===== config.mk =====
export PLATFORM = sky130hd
export DESIGN_NAME = input_port_encoder
export DESIGN_NICKNAME = d
export VERILOG_FILES = /design/src/rtl/input_port_encoder.sv
export SDC_FILE = /design/constraint.sdc
export NUM_CORES = 1
export LEC_CHECK = 0
export ABC_AREA = 1
export CORE_MARGIN = 5
export CORE_UTILIZATION = 45
export DETAILED_ROUTE_END_ITERATION = 10
export GPL_ROUTABILITY_DRIVEN = 0
export PLACE_DENSITY = 0.71
export REMOVE_ABC_BUFFERS = 1
export SETUP_SLACK_MARGIN = 0.05
export SYNTH_ARGS = -nofsm -noshare
export SYNTH_HDL_FRONTEND = slang
export SYNTH_SLANG_ARGS = --single-unit

===== constraint.sdc =====
create_clock -name clk -period 1.3 [get_ports clk]
set_input_delay 0.195 -clock clk [delete_from_list [all_inputs] [get_ports clk]]
set_output_delay 0.195 -clock clk [all_outputs]
set_load 0.1 [all_outputs]

===== src/rtl/input_port_encoder.sv =====
// input_port_encoder
// Board-pin front end for the CPU input port. Each of the four slide switches
// and four push keys is synchronised (two flops) and debounced. The debounced
// switches drive port_in directly. Debounced key presses (released -> pressed)
// are collected in a pending set and handed out one at a time, lowest key
// index first, over a registered valid/ready handshake.
//
// Internal bit layout used throughout: bits [3:0] = sw, bits [7:4] = key_n.
// Keys stay active-low inside the design; only the event logic inverts them.

module input_port_encoder #(
    parameter int DEBOUNCE_CYCLES = 500000
) (
    input  logic       clk,
    input  logic       n_reset,
    input  logic [3:0] sw,
    input  logic [3:0] key_n,
    input  logic       key_ready,
    output logic [3:0] port_in,
    output logic       key_valid,
    output logic [1:0] key_code
);

    localparam int              NBITS    = 8;
    localparam int              CNT_W    = $clog2(DEBOUNCE_CYCLES + 1);
    localparam logic [CNT_W-1:0] CNT_LAST = CNT_W'(DEBOUNCE_CYCLES - 1);
    localparam logic [CNT_W-1:0] CNT_ONE  = CNT_W'(1);

    // Idle level of every bit: switches off (0), keys released (1).
    localparam logic [NBITS-1:0] IDLE_LEVEL = 8'hF0;

    logic [NBITS-1:0] raw;
    logic [NBITS-1:0] sync1_q;
    logic [NBITS-1:0] sync2_q;

    logic [NBITS-1:0] db_q;
    logic [NBITS-1:0] db_d;
    logic [CNT_W-1:0] cnt_q [NBITS];
    logic [CNT_W-1:0] cnt_d [NBITS];

    logic [3:0] press;
    logic [3:0] pend_q;
    logic [3:0] pend_d;
    logic       valid_q;
    logic       valid_d;
    logic [1:0] code_q;
    logic [1:0] code_d;
    logic [1:0] low_idx;

    assign raw = {key_n, sw};

    // Two-flop synchroniser for all eight asynchronous pins.
    always_ff @(posedge clk or negedge n_reset) begin
        if (!n_reset) begin
            sync1_q <= IDLE_LEVEL;
            sync2_q <= IDLE_LEVEL;
        end else begin
            sync1_q <= raw;
            sync2_q <= sync1_q;
        end
    end

    // Per-bit debounce: count consecutive disagreeing cycles, accept the new
    // level once it has disagreed for DEBOUNCE_CYCLES cycles in a row.
    always_comb begin
        db_d  = db_q;
        cnt_d = cnt_q;
        for (int i = 0; i < NBITS; i++) begin
            if (sync2_q[i] == db_q[i]) begin
                cnt_d[i] = '0;
            end else if (cnt_q[i] == CNT_LAST) begin
                db_d[i]  = sync2_q[i];
                cnt_d[i] = '0;
            end else begin
                cnt_d[i] = cnt_q[i] + CNT_ONE;
            end
        end
    end

    // Debounced levels and their stability counters.
    always_ff @(posedge clk or negedge n_reset) begin
        if (!n_reset) begin
            db_q <= IDLE_LEVEL;
            for (int i = 0; i < NBITS; i++) begin
                cnt_q[i] <= '0;
            end
        end else begin
            db_q <= db_d;
            for (int i = 0; i < NBITS; i++) begin
                cnt_q[i] <= cnt_d[i];
            end
        end
    end

    // A press is a debounced key going from released (1) to pressed (0) on
    // this edge; it is visible in pend on the same edge the key level updates.
    assign press = db_q[7:4] & ~db_d[7:4];

    // Lowest-index pending key, the next one to be handed out.
    always_comb begin
        low_idx = 2'd0;
        for (int i = 3; i >= 0; i--) begin
            if (pend_q[i]) begin
                low_idx = 2'(i);
            end
        end
    end

    // Output stage: reload whenever the slot is empty or being accepted.
    // The pending set is applied last so a new press beats a same-edge clear.
    always_comb begin
        pend_d  = pend_q;
        valid_d = valid_q;
        code_d  = code_q;
        if (!valid_q || key_ready) begin
            if (pend_q != 4'b0000) begin
                valid_d         = 1'b1;
                code_d          = low_idx;
                pend_d[low_idx] = 1'b0;
            end else begin
                valid_d = 1'b0;
            end
        end
        pend_d = pend_d | press;
    end

    // Pending set and registered handshake outputs.
    always_ff @(posedge clk or negedge n_reset) begin
        if (!n_reset) begin
            pend_q  <= 4'b0000;
            valid_q <= 1'b0;
            code_q  <= 2'd0;
        end else begin
            pend_q  <= pend_d;
            valid_q <= valid_d;
            code_q  <= code_d;
        end
    end

    assign port_in   = db_q[3:0];
    assign key_valid = valid_q;
    assign key_code  = code_q;

endmodule


==> impl_metrics.yaml <==
status:
  outcome: "complete, but fails checks"
  violations: "setup timing"
critical_path:
  critical_path.reg2reg.startpoint: "cnt_q[20]$_DFF_PN0_"
  worst-r2r-cell-count: 8
  setup.worst_path.end_class: "flip-flop"
  worstPathArrival_ps: 1750
  rr_endpoint: "cnt_q[37]$_DFF_PN0_"
  cp-startpoint: "cnt_q[20]$_DFF_PN0_"
  slowest_delay_ps: 410
  cp_top_family: "simple AND/OR/NAND/NOR gates"
  r2r_slack_ps: -130
  critical_path.slowest_cell: "sky130_fd_sc_hd__dfrtp_1"
  crit_path_max_fanout: 3
  worstPathCellList: "ha_4 -> nand2_4 -> nor2_4 -> nand2_4 -> nor2_4 -> nand3_1 -> nor2_1 -> nor2_1"
  timing.critical_path.from_type: "flip-flop"
  required_time_reported_for_the_critical_path_endpoint_ps: 1620
  worstPathBufferInverterCount: 0
  criticalPathCategory: "flip-flop to flip-flop"
grt:
  grt_start_max_net_pins: 58
  grt_overflow: 0
  grt_first_pass_wirelength_um: 39100
  vias_in_the_first_global_route: 8715
  antenna_found_initial: 0
  grt_usage_pct: 18.0
sta:
  min_period_ps: 1430
  worstMarginPinSlew_ps: 324
  timing_max_transition_violations_final: 0
  fmax_mhz: 700
  timing.final.crit_share_pct: 110
  setup_repair_after_global_routing_missed_its_margin: "true"
  setup_ws_ps: -129
  skew_ps: 18.5
  report.final.hold_viol_count: 0
  slew_headroom_pct: 78.2
  setup-violations-final: 108
logic_synthesis:
  synth_area_per_cell_um2: 7.47
  yosys_register_bits: 183
  synth_edf_count: 0
  synth-main-ff-cell: "sky130_fd_sc_hd__dfrtp_1"
  yosys.cell_types.count: 38
  post_synth_instance_area_um2: 10100
  yosys_warnings: 0
  post_synthesis_sequential_area_ratio_pct: 45.6
  post_synth_inst_count: 1348
  async_reset_ff_share_pct: 100
flow_run:
  max_cap_violations: 0
placed_design:
  place.detailed.instances: 1757
  dpl.hpwl_um: 15500
  io_buffers: 17
floorplanning:
  die_area_um2: 25500
  start_util_pct: 45.9
  num_rows: 54
  dieHeight_um: 160
  die_w_um: 160
  design.portCount: 18
  core-area_um2: 22000
clock_network:
  clkSlewWorstSetupHoldPaths_ps: 70
  ctsHtreeMaxLevel: 4
  cts.root.buffer_cell: "sky130_fd_sc_hd__clkbuf_16"
  cts_made_buffers: 17
  max-clock-path-buffers: 2
  clock_sink_count: 183
  clock_tree_from_tritoncts: "yes"
  worst_skew_pair.late_latency_ps: 430
final_layout:
  multiInputGateArea_um2: 6140
  areaGrowthSynthToFinish_pct: 39.6
  seq_area_um2: 4630
  nets: 1566
  stdcell_count: 1840
  antennaDiodeCount: 0
  share_of_final_layout_standard_cells_stronger_than_drive_strength_1_pct: 35.6
  final.fill_count: 1690
  fin_util_pct: 64.0
pwr:
  fin_total_pwr_mw: 12.1
  peakVddDrop_uv: 785
  power_leakage_nw: 5.79
  power_dens_cells_nw_per_um2: 863
drt:
  avgViaCountPerCell: 4.97
  postRouteAntennaNets: 0
  drt-pass1-iter-count: 5
  routed_wire_length_per_instance_um: 13.1
  route.final.wire_length_um: 24200
  drt-initial-drc-count: 458
  route.detailed.drc: 0
  dr_total_vias: 9136
worst_hold_path:
  min-delay-path-class: "input port to async pin"
==> cells by family (layout without fill, tap and decap cells) <==
group | Yosys count | count (layout) | synth area share [%]
xor+xnor | 79 | 79 | 7.17
simple gates | 878 | 878 | 37.9
flops | 183 | 183 | 45.6
buf+inv | 168 | 380 | 6.45
fa+ha+maj | 8 | 8 | 0.994
compound gates | 32 | 32 | 1.90
==> routing by layer <==
layer	vias to the layer above	wire length [um]	track usage (%)
li1	4562	-	-
met1	4379	10500	23.3
met2	169	12600	31.2
met3	26	734	3.13
met4	0	342	4.69
met5	-	0	0
==> layout by cell type (no fill, tap or decap), drive strengths merged, types with 9 or more instances in the layout <==
| master | netlist | final |
|---|---|---|
| clkbuf | 4 | 22 |
| inv | 159 | 162 |
| dfstp | 12 | 12 |
| nor3 | 28 | 28 |
| nand3 | 101 | 101 |
| nor2 | 401 | 401 |
| xor2 | 69 | 69 |
| nand4 | 18 | 18 |
| o21ai | 16 | 16 |
| nor3b | 11 | 11 |
| nand2 | 313 | 313 |
| clkdlybuf4s50 | 0 | 9 |
| buf | 4 | 177 |
| xnor2 | 10 | 10 |
| dfrtp | 171 | 171 |
==> registers in the layout (all words and copies together), names as in the netlist <==
register / cells
sync2_q: 8
sync1_q: 8
pend_q: 4
key_valid: 1
key_code: 2
db_q: 8
cnt_q: 152
==> timing repair <==
action,in CTS,in global routing
setup endpoints to repair,141,162
buffers inserted,29,32
hold endpoints to repair,171,0
gates resized for setup,194,230
hold buffers,1,0
pin swaps,106,131
gates cloned,0,0
==> metrics by stage <==
stage                     setup WS, ps  cell area, um^2  TNS, ps  hold slack (ps)
final                             -129            14100    -8320              149
after global routing              -232            14100   -18600              140
after CTS                         -106            13100    -5510              135
after detailed placement          -193            11600    -9880             36.4
after global placement            -139            11600    -5960             33.6
after floorplan                   -614            10000   -31420             -101
==> cell type report <==
type	count	share of cell area [%]
clock buffer	21	3.21
clock inverter	11	0.819
inverter	160	4.43
multi-input combinational	997	43.7
sequential	183	33.0
tap	280	2.49
timing repair buffer	188	12.4
==> synth_stat cells, types with 2 or more instances <==
master / instances / area, um^2
sky130_fd_sc_hd__a211oi_1: 2 / 15.0
sky130_fd_sc_hd__a21oi_1: 6 / 30.0
sky130_fd_sc_hd__and2_0: 2 / 12.5
sky130_fd_sc_hd__and2_1: 2 / 12.5
sky130_fd_sc_hd__buf_4: 4 / 30.0
sky130_fd_sc_hd__clkbuf_1: 4 / 15.0
sky130_fd_sc_hd__dfrtp_1: 171 / 4280
sky130_fd_sc_hd__dfstp_2: 12 / 315
sky130_fd_sc_hd__ha_1: 8 / 100
sky130_fd_sc_hd__inv_1: 149 / 559
sky130_fd_sc_hd__inv_2: 9 / 33.8
sky130_fd_sc_hd__nand2_1: 296 / 1110
sky130_fd_sc_hd__nand2_2: 16 / 100
sky130_fd_sc_hd__nand3_1: 94 / 470
sky130_fd_sc_hd__nand3_2: 6 / 60.1
sky130_fd_sc_hd__nand4_1: 18 / 113
sky130_fd_sc_hd__nor2_1: 357 / 1340
sky130_fd_sc_hd__nor2_2: 37 / 231
sky130_fd_sc_hd__nor2_4: 7 / 78.8
sky130_fd_sc_hd__nor3_1: 25 / 125
sky130_fd_sc_hd__nor3_2: 3 / 30.0
sky130_fd_sc_hd__nor3b_1: 11 / 82.6
sky130_fd_sc_hd__o21a_1: 4 / 30.0
sky130_fd_sc_hd__o21ai_0: 12 / 60.1
sky130_fd_sc_hd__o21ai_1: 2 / 10.0
sky130_fd_sc_hd__o21ai_2: 2 / 17.5
sky130_fd_sc_hd__o21bai_1: 2 / 15.0
sky130_fd_sc_hd__xnor2_1: 6 / 52.6
sky130_fd_sc_hd__xnor2_2: 4 / 65.1
sky130_fd_sc_hd__xor2_1: 69 / 604
==> where the power goes <==
part | internal, mW | switching, mW | leakage (nW) | total, mW
clock network | 2.74 | 2.28 | 0.275 | 5.01
registers | 5.82 | 0.127 | 2.42 | 5.94
logic | 0.487 | 0.685 | 3.10 | 1.17
total | 9.04 | 3.09 | 5.79 | 12.1
==> worst max-delay path by stage <==
stage	endpoint	slack [ps]	cells past startpoint
finish	cnt_q[37]$_DFF_PN0_	-130	8
CTS	cnt_q[138]$_DFF_PN0_	-110	9
global route	cnt_q[15]$_DFF_PN0_	-230	10
global placement	cnt_q[74]$_DFF_PN0_	-140	6
detailed placement	cnt_q[70]$_DFF_PN0_	-190	6
floorplan	cnt_q[108]$_DFF_PN0_	-610	4
Note: power is estimated with default switching activity, not from simulation.
